**src/rtl/adder_pkg.sv**
```systemverilog
// Shared types and geometry helpers for the pipelined ripple-carry adder family.
package adder_pkg;

  typedef enum logic {
    OP_ADD = 1'b0,
    OP_SUB = 1'b1
  } op_e;

  function automatic int slice_w(input int width, input int stages);
    return width / stages;
  endfunction

  // Legal geometry: at least 2 bits, 1..width stages, stages dividing width evenly.
  function automatic bit params_ok(input int width, input int stages);
    return (width >= 2) && (stages >= 1) && (stages <= width) && ((width % stages) == 0);
  endfunction

endpackage

```
**src/rtl/pipelined_addsub_if.sv**
```systemverilog
// Operand/result handshake bundle: master issues operands and takes results.
interface pipelined_addsub_if #(
  parameter int WIDTH = 16
) ();

  logic             in_valid;
  logic             in_ready;
  logic [WIDTH-1:0] a;
  logic [WIDTH-1:0] b;
  logic             cin;
  logic             sub;
  logic             out_valid;
  logic             out_ready;
  logic [WIDTH-1:0] sum;
  logic             cout;
  logic             ovf;

  modport master (
    output in_valid, a, b, cin, sub, out_ready,
    input  in_ready, out_valid, sum, cout, ovf
  );

  modport slave (
    input  in_valid, a, b, cin, sub, out_ready,
    output in_ready, out_valid, sum, cout, ovf
  );

endinterface

```
**src/rtl/full_adder.sv**
```systemverilog
// One-bit full adder cell used to build ripple-carry chains.
module full_adder (
  input  logic a,
  input  logic b,
  input  logic ci,
  output logic s,
  output logic co
);

  assign s  = a ^ b ^ ci;
  assign co = (a & b) | (ci & (a ^ b));

endmodule

```
**src/rtl/rca_slice.sv**
```systemverilog
// W-bit ripple-carry slice; also exposes the carry into its top bit for overflow.
module rca_slice #(
  parameter int W = 4
) (
  input  logic [W-1:0] a,
  input  logic [W-1:0] b,
  input  logic         ci,
  output logic [W-1:0] s,
  output logic         co,
  output logic         c_msb_in
);

  logic [W:0] w_c;

  assign w_c[0] = ci;

  for (genvar gi = 0; gi < W; gi++) begin : g_bit
    full_adder u_fa (
      .a  (a[gi]),
      .b  (b[gi]),
      .ci (w_c[gi]),
      .s  (s[gi]),
      .co (w_c[gi+1])
    );
  end

  assign co       = w_c[W];
  assign c_msb_in = w_c[W-1];

endmodule

```
**src/rtl/pipelined_addsub.sv**
```systemverilog
// Pipelined adder/subtractor: one SLICE-bit ripple segment per stage, operands skewed
// forward and finished sum slices de-skewed so the result leaves aligned.
module pipelined_addsub
  import adder_pkg::*;
#(
  parameter int WIDTH  = 16,
  parameter int STAGES = 4
) (
  input  logic              clk,
  input  logic              rst,
  pipelined_addsub_if.slave io
);

  localparam int SLICE = slice_w(WIDTH, STAGES);

  if (!params_ok(WIDTH, STAGES)) begin : g_bad_params
    $error("pipelined_addsub: WIDTH must be >= 2 and divisible by STAGES (1..WIDTH)");
  end

  logic [STAGES-1:0] r_valid;
  logic [STAGES-1:0] r_carry;
  logic [WIDTH-1:0]  r_a   [STAGES];
  logic [WIDTH-1:0]  r_b   [STAGES];
  logic [WIDTH-1:0]  r_sum [STAGES];
  logic              r_ovf;

  logic [WIDTH-1:0]               w_a_in   [STAGES];
  logic [WIDTH-1:0]               w_b_in   [STAGES];
  logic [WIDTH-1:0]               w_sum_in [STAGES];
  logic [STAGES-1:0][WIDTH-1:0]   w_sum_next;
  logic [STAGES-1:0]              w_ci;
  logic [STAGES-1:0]              w_valid_in;
  logic [STAGES-1:0]              w_co;
  logic                           w_cmsb [STAGES];
  logic                           w_advance;
  op_e                            w_op;

  assign w_op      = op_e'(io.sub);
  assign w_advance = !r_valid[STAGES-1] || io.out_ready;

  for (genvar gi = 0; gi < STAGES; gi++) begin : g_stage
    logic [SLICE-1:0] w_s;

    if (gi == 0) begin : g_head
      // Subtraction is A + ~B + 1; cin only matters in add mode.
      assign w_a_in[gi]     = io.a;
      assign w_b_in[gi]     = (w_op == OP_SUB) ? ~io.b : io.b;
      assign w_ci[gi]       = (w_op == OP_SUB) ? 1'b1 : io.cin;
      assign w_valid_in[gi] = io.in_valid;
      assign w_sum_in[gi]   = '0;
    end else begin : g_body
      assign w_a_in[gi]     = r_a[gi-1];
      assign w_b_in[gi]     = r_b[gi-1];
      assign w_ci[gi]       = r_carry[gi-1];
      assign w_valid_in[gi] = r_valid[gi-1];
      assign w_sum_in[gi]   = r_sum[gi-1];
    end

    rca_slice #(.W(SLICE)) u_slice (
      .a        (w_a_in[gi][gi*SLICE +: SLICE]),
      .b        (w_b_in[gi][gi*SLICE +: SLICE]),
      .ci       (w_ci[gi]),
      .s        (w_s),
      .co       (w_co[gi]),
      .c_msb_in (w_cmsb[gi])
    );

    for (genvar gj = 0; gj < STAGES; gj++) begin : g_merge
      if (gj == gi) begin : g_new
        assign w_sum_next[gi][gj*SLICE +: SLICE] = w_s;
      end else begin : g_keep
        assign w_sum_next[gi][gj*SLICE +: SLICE] = w_sum_in[gi][gj*SLICE +: SLICE];
      end
    end
  end

  // Global stall: the whole pipe either advances together or holds.
  always_ff @(posedge clk or posedge rst) begin
    if (rst) begin
      r_valid <= '0;
      r_carry <= '0;
      r_ovf   <= 1'b0;
      for (int k = 0; k < STAGES; k++) begin
        r_a[k]   <= '0;
        r_b[k]   <= '0;
        r_sum[k] <= '0;
      end
    end else if (w_advance) begin
      r_valid <= w_valid_in;
      r_carry <= w_co;
      r_ovf   <= w_co[STAGES-1] ^ w_cmsb[STAGES-1];
      for (int k = 0; k < STAGES; k++) begin
        r_a[k]   <= w_a_in[k];
        r_b[k]   <= w_b_in[k];
        r_sum[k] <= w_sum_next[k];
      end
    end
  end

  assign io.in_ready  = w_advance;
  assign io.out_valid = r_valid[STAGES-1];
  assign io.sum       = r_sum[STAGES-1];
  assign io.cout      = r_carry[STAGES-1];
  assign io.ovf       = r_ovf;

endmodule
```
**src/flat_wrapper.sv**
```systemverilog
// flat-port wrapper written by rule: the top's interface ports become plain ports
module pipelined_addsub_flat import adder_pkg::*;
#(
  parameter int WIDTH  = 16,
  parameter int STAGES = 4
)
  (clk, rst, io_in_valid, io_a, io_b, io_cin, io_sub, io_out_ready, io_in_ready, io_out_valid, io_sum, io_cout, io_ovf);
  pipelined_addsub_if #(.WIDTH(WIDTH)) io_i ();
  input  logic clk;
  input  logic rst;
  input wire logic [$bits(io_i.in_valid)-1:0] io_in_valid;
  input wire logic [$bits(io_i.a)-1:0] io_a;
  input wire logic [$bits(io_i.b)-1:0] io_b;
  input wire logic [$bits(io_i.cin)-1:0] io_cin;
  input wire logic [$bits(io_i.sub)-1:0] io_sub;
  input wire logic [$bits(io_i.out_ready)-1:0] io_out_ready;
  output wire logic [$bits(io_i.in_ready)-1:0] io_in_ready;
  output wire logic [$bits(io_i.out_valid)-1:0] io_out_valid;
  output wire logic [$bits(io_i.sum)-1:0] io_sum;
  output wire logic [$bits(io_i.cout)-1:0] io_cout;
  output wire logic [$bits(io_i.ovf)-1:0] io_ovf;
  assign io_i.in_valid = io_in_valid;
  assign io_i.a = io_a;
  assign io_i.b = io_b;
  assign io_i.cin = io_cin;
  assign io_i.sub = io_sub;
  assign io_i.out_ready = io_out_ready;
  assign io_in_ready = io_i.in_ready;
  assign io_out_valid = io_i.out_valid;
  assign io_sum = io_i.sum;
  assign io_cout = io_i.cout;
  assign io_ovf = io_i.ovf;
  pipelined_addsub #(.WIDTH(WIDTH), .STAGES(STAGES)) u_core (.clk(clk), .rst(rst), .io(io_i));
endmodule
```
**config.mk**
```make
export PLATFORM = sky130hd
export DESIGN_NAME = pipelined_addsub_flat
export DESIGN_NICKNAME = d
export VERILOG_FILES = /design/src/rtl/adder_pkg.sv /design/src/rtl/pipelined_addsub_if.sv /design/src/rtl/full_adder.sv /design/src/rtl/rca_slice.sv /design/src/rtl/pipelined_addsub.sv /design/src/flat_wrapper.sv
export SDC_FILE = /design/constraint.sdc
export NUM_CORES = 1
export LEC_CHECK = 0
export BUFFER_PORTS_ARGS = -buffer_cell sky130_fd_sc_hd__buf_4
export CORE_MARGIN = 2
export CORE_UTILIZATION = 40
export CTS_CLUSTER_SIZE = 30
export DETAILED_ROUTE_END_ITERATION = 16
export SYNTH_ARGS = -nofsm -noshare
export SYNTH_HDL_FRONTEND = slang
export SYNTH_SLANG_ARGS = --single-unit
```
**constraint.sdc**
```tcl
create_clock -name clk -period 3.7 [get_ports clk]
set_clock_uncertainty 0.15 [all_clocks]
set_input_delay 0.925 -clock clk [delete_from_list [all_inputs] [get_ports clk]]
set_output_delay 0.925 -clock clk [all_outputs]
set_load 0.02 [all_outputs]
```
==> metrics.md <==
| Metric | Value |
|---|---|
| Status | `complete, no violations` |
| RSZ-0062 raised after global routing | `false` |
| Antenna violations before repair | `0` |
| Critical path class | `primary input to flip-flop` |
| Post-CTS resize count | `0` |
| Hold path cells | `1` |
| DP HPWL | `~4500 um` |
| Peak VDD IR | `roughly 570 uV` |
| Drt wl/cell | `between 10 and 15 um` |
| Synth Area in Adders | `7.32%` |
| Placed insts | `466` |
| Leading post-synthesis cells by cell area | `dfrtp_1, mux2_2, fa_1, buf_4, inv_1` |
| I/O Pins | `58` |
| RePlAce Congestion | `0.730` |
| Mux share of post-synthesis cell area | `roughly 22%` |
| Synth cell types | `18` |
| Starting density of the core | `around 41%` |
| Critical Path AT | `~3100 ps` |
| Total track usage | `approximately an eighth` |
| Synth Net Count | `around 350` |
| Largest net degree at the start of global routing | `~100` |
| YS warnings | `0` |
| Cell Pwr Density | `806 mW/mm^2` |
| Total number of vias | `roughly 2200` |
| Hold_buf cts | `0` |
| Main flop type after synthesis | `dfrtp_1` |
| DR WL met3 | `approximately 280 um` |
| Post-Synth XOR/XNOR Area | `about 3.4%` |
| DRC violation count after routing | `0` |
| Setup bufs post-CTS | `0` |
| Clock slew at reported path FFs | `roughly 90 ps` |
| H-tree levels | `3` |
| CTS sink count | `97` |
| Synth Cell Area | `roughly 0.0044 mm^2` |
| Routed WL | `6920 um` |
| Register area share after synthesis | `55.5%` |
| Simple-gate share of the synthesized area | `2.43%` |
| Total CTS buffers | `9` |
| Worst hold path class | `flip-flop to flip-flop` |
| Crit path launch type | `primary input` |
| Min Tclk post-route | `3010 ps` |
| Top cell type's share of synthesized area | `55.5%` |
| Critical Path RT | `3800 ps` |
| Remaining Overflow, GRT | `0` |
| Slew margin rel. | `around 65%` |
| Final Hold Vio Count | `0` |
| Vias in the first global route | `~2300` |
| Max FO, Critical Path | `3` |
| Core Region | `roughly 0.011 mm^2` |
| Final core occ | `between 40% and 50%` |
| Setup TNS | `0 ps` |
| Clk buf depth | `2` |
| CP Capture Type | `flip-flop` |
| DR vias/cell | `4.65` |
| Most frequent cell after synthesis | `dfrtp_1` |
| Non-Filler Instances | `482` |
| CTS tree | `done` |
| Worst reg2reg path depth | `9` |
| Die Wd | `roughly 110 um` |
| Met2 wire len | `roughly 3100 um` |
| Die Y | `109 um` |
| Slew Viols, Final | `0` |
| Antenna-violating nets left | `0` |
| Final clock period utilization by the worst path | `81.3%` |
| Area after DPL | `roughly 0.0048 mm^2` |
| IO buf count | `between 50 and 60` |
| Root Buffer | `clkbuf_8` |
| Met1 WL | `3390 um` |
| Peak Freq | `333 MHz` |
| Cells after synthesis | `297` |
| EDFF count, synth | `0` |
| Area delta synth->final | `14.4%` |
| Cell taking the most area after synthesis | `dfrtp_1` |
| # rows | `38` |
| Largest family of logic cells by synthesized area | `multiplexers` |
| Initial DRC Count | `65` |
| First-pass GRT wire length | `~12000 um` |
| Layout Nets | `391` |
| Ant. Diodes | `0` |
| Clk_lat worst skew | `around 360 ps` |
| Complex-gate fraction of the synthesized area | `under 10%` |
| Ys async rst share | `100%` |
| Share of post-route cells with drive strength above 1 | `between 40% and 50%` |
| Number of max-cap violations | `0` |
| Top Layer Used | `met4` |
| Seq cells post-synth | `just under 100` |
| Die area | `about 0.012 mm^2` |
| Static leakage | `between 2 and 2.5 nW` |
| Top cells by count, synth | `dfrtp_1, mux2_2, inv_1` |
| DR pass1 iterations | `4` |
| Final Instance Area | `0.00500 mm^2` |
| Final Setup Violations | `0` |
| Slew @ Worst Pin | `532 ps` |
| Syn Area/Cell | `between 10 and 15 um^2` |
| Min Hold Slack | `324 ps` |
critical path, stage by stage:
cell     delay, ps
buf_4          130
xnor2_1        140
fa_1           410
fa_1           390
fa_1           360
inv_1           70
fa_1           400
mux2_2         270
worst paths after layout:
check | start | to | slack, ps
min reg2reg | u_core.r_valid[2] | u_core.r_valid[3] | 320
min in group asynchronous | rst | u_core.r_sum[34] | 450
min | u_core.r_valid[2] | u_core.r_valid[3] | 320
max in group asynchronous | rst | u_core.r_a[44] | 2260
max reg2reg | u_core.r_carry[2] | u_core.io.ovf | 1110
max | io_sub | u_core.r_sum[51] | 690
report_power, final:
group	leakage, nW	switching, W	internal [W]
registers	1.12	0.000259	0.00154
logic	1.02	0.000682	0.000867
clock network	0.0953	0.000360	0.000329
total	2.24	0.00130	0.00273
routing by layer:
| metal | track usage, % | vias to the layer above |
|---|---|---|
| li1 | - | 1034 |
| met1 | 19.0 | 1151 |
| met2 | 19.2 | 43 |
| met3 | 3.32 | 11 |
| met4 | 5.22 | 0 |
| met5 | 0 | - |
cell usage in the layout, fill, tap and decap left out, drive strengths merged:
master,count
inv,26
mux2,82
nor2,1
xnor2,6
clkinvlp,2
nand2b,2
xor2,11
a21oi,11
clkinv,2
bufinv,1
fa,16
buf,60
dfrtp,97
nor3b,11
mux2i,3
clkbuf,11
per-stage QoR:
step	total power (W)	worst slack, ps
after CTS	0.00412	705
after floorplan	0.00308	91.3
after detailed placement	0.00341	293
after global routing	0.00436	632
after global placement	0.00335	336
final	0.00403	693
cells by family after synthesis:
logic type | count (synthesis)
DFF | 97
xor gates and xnor gates | 17
AOI/OAI and AO/OA | 11
and+or+nand+nor | 14
adders and majority gates | 16
muxes | 85
buffers and inverters | 57
cell type report:
cell class | count | area [um^2]
well taps | 140 | 175
multi-input cells | 143 | 1630
flip-flops and latches | 97 | 2430
repair buffers | 60 | 475
clock buffers | 11 | 141
fillers | 1015 | 5740
clock inverters | 5 | 55.1
inverters | 26 | 100
registers in the layout, indices dropped and copies added (netlist names):
signal and flops:
u_core.io.ovf 1, u_core.io.sum 16, u_core.r_a 24, u_core.r_b 24, u_core.r_carry 4, u_core.r_sum 24, u_core.r_valid 4
Power figures use the tool's default switching activity.
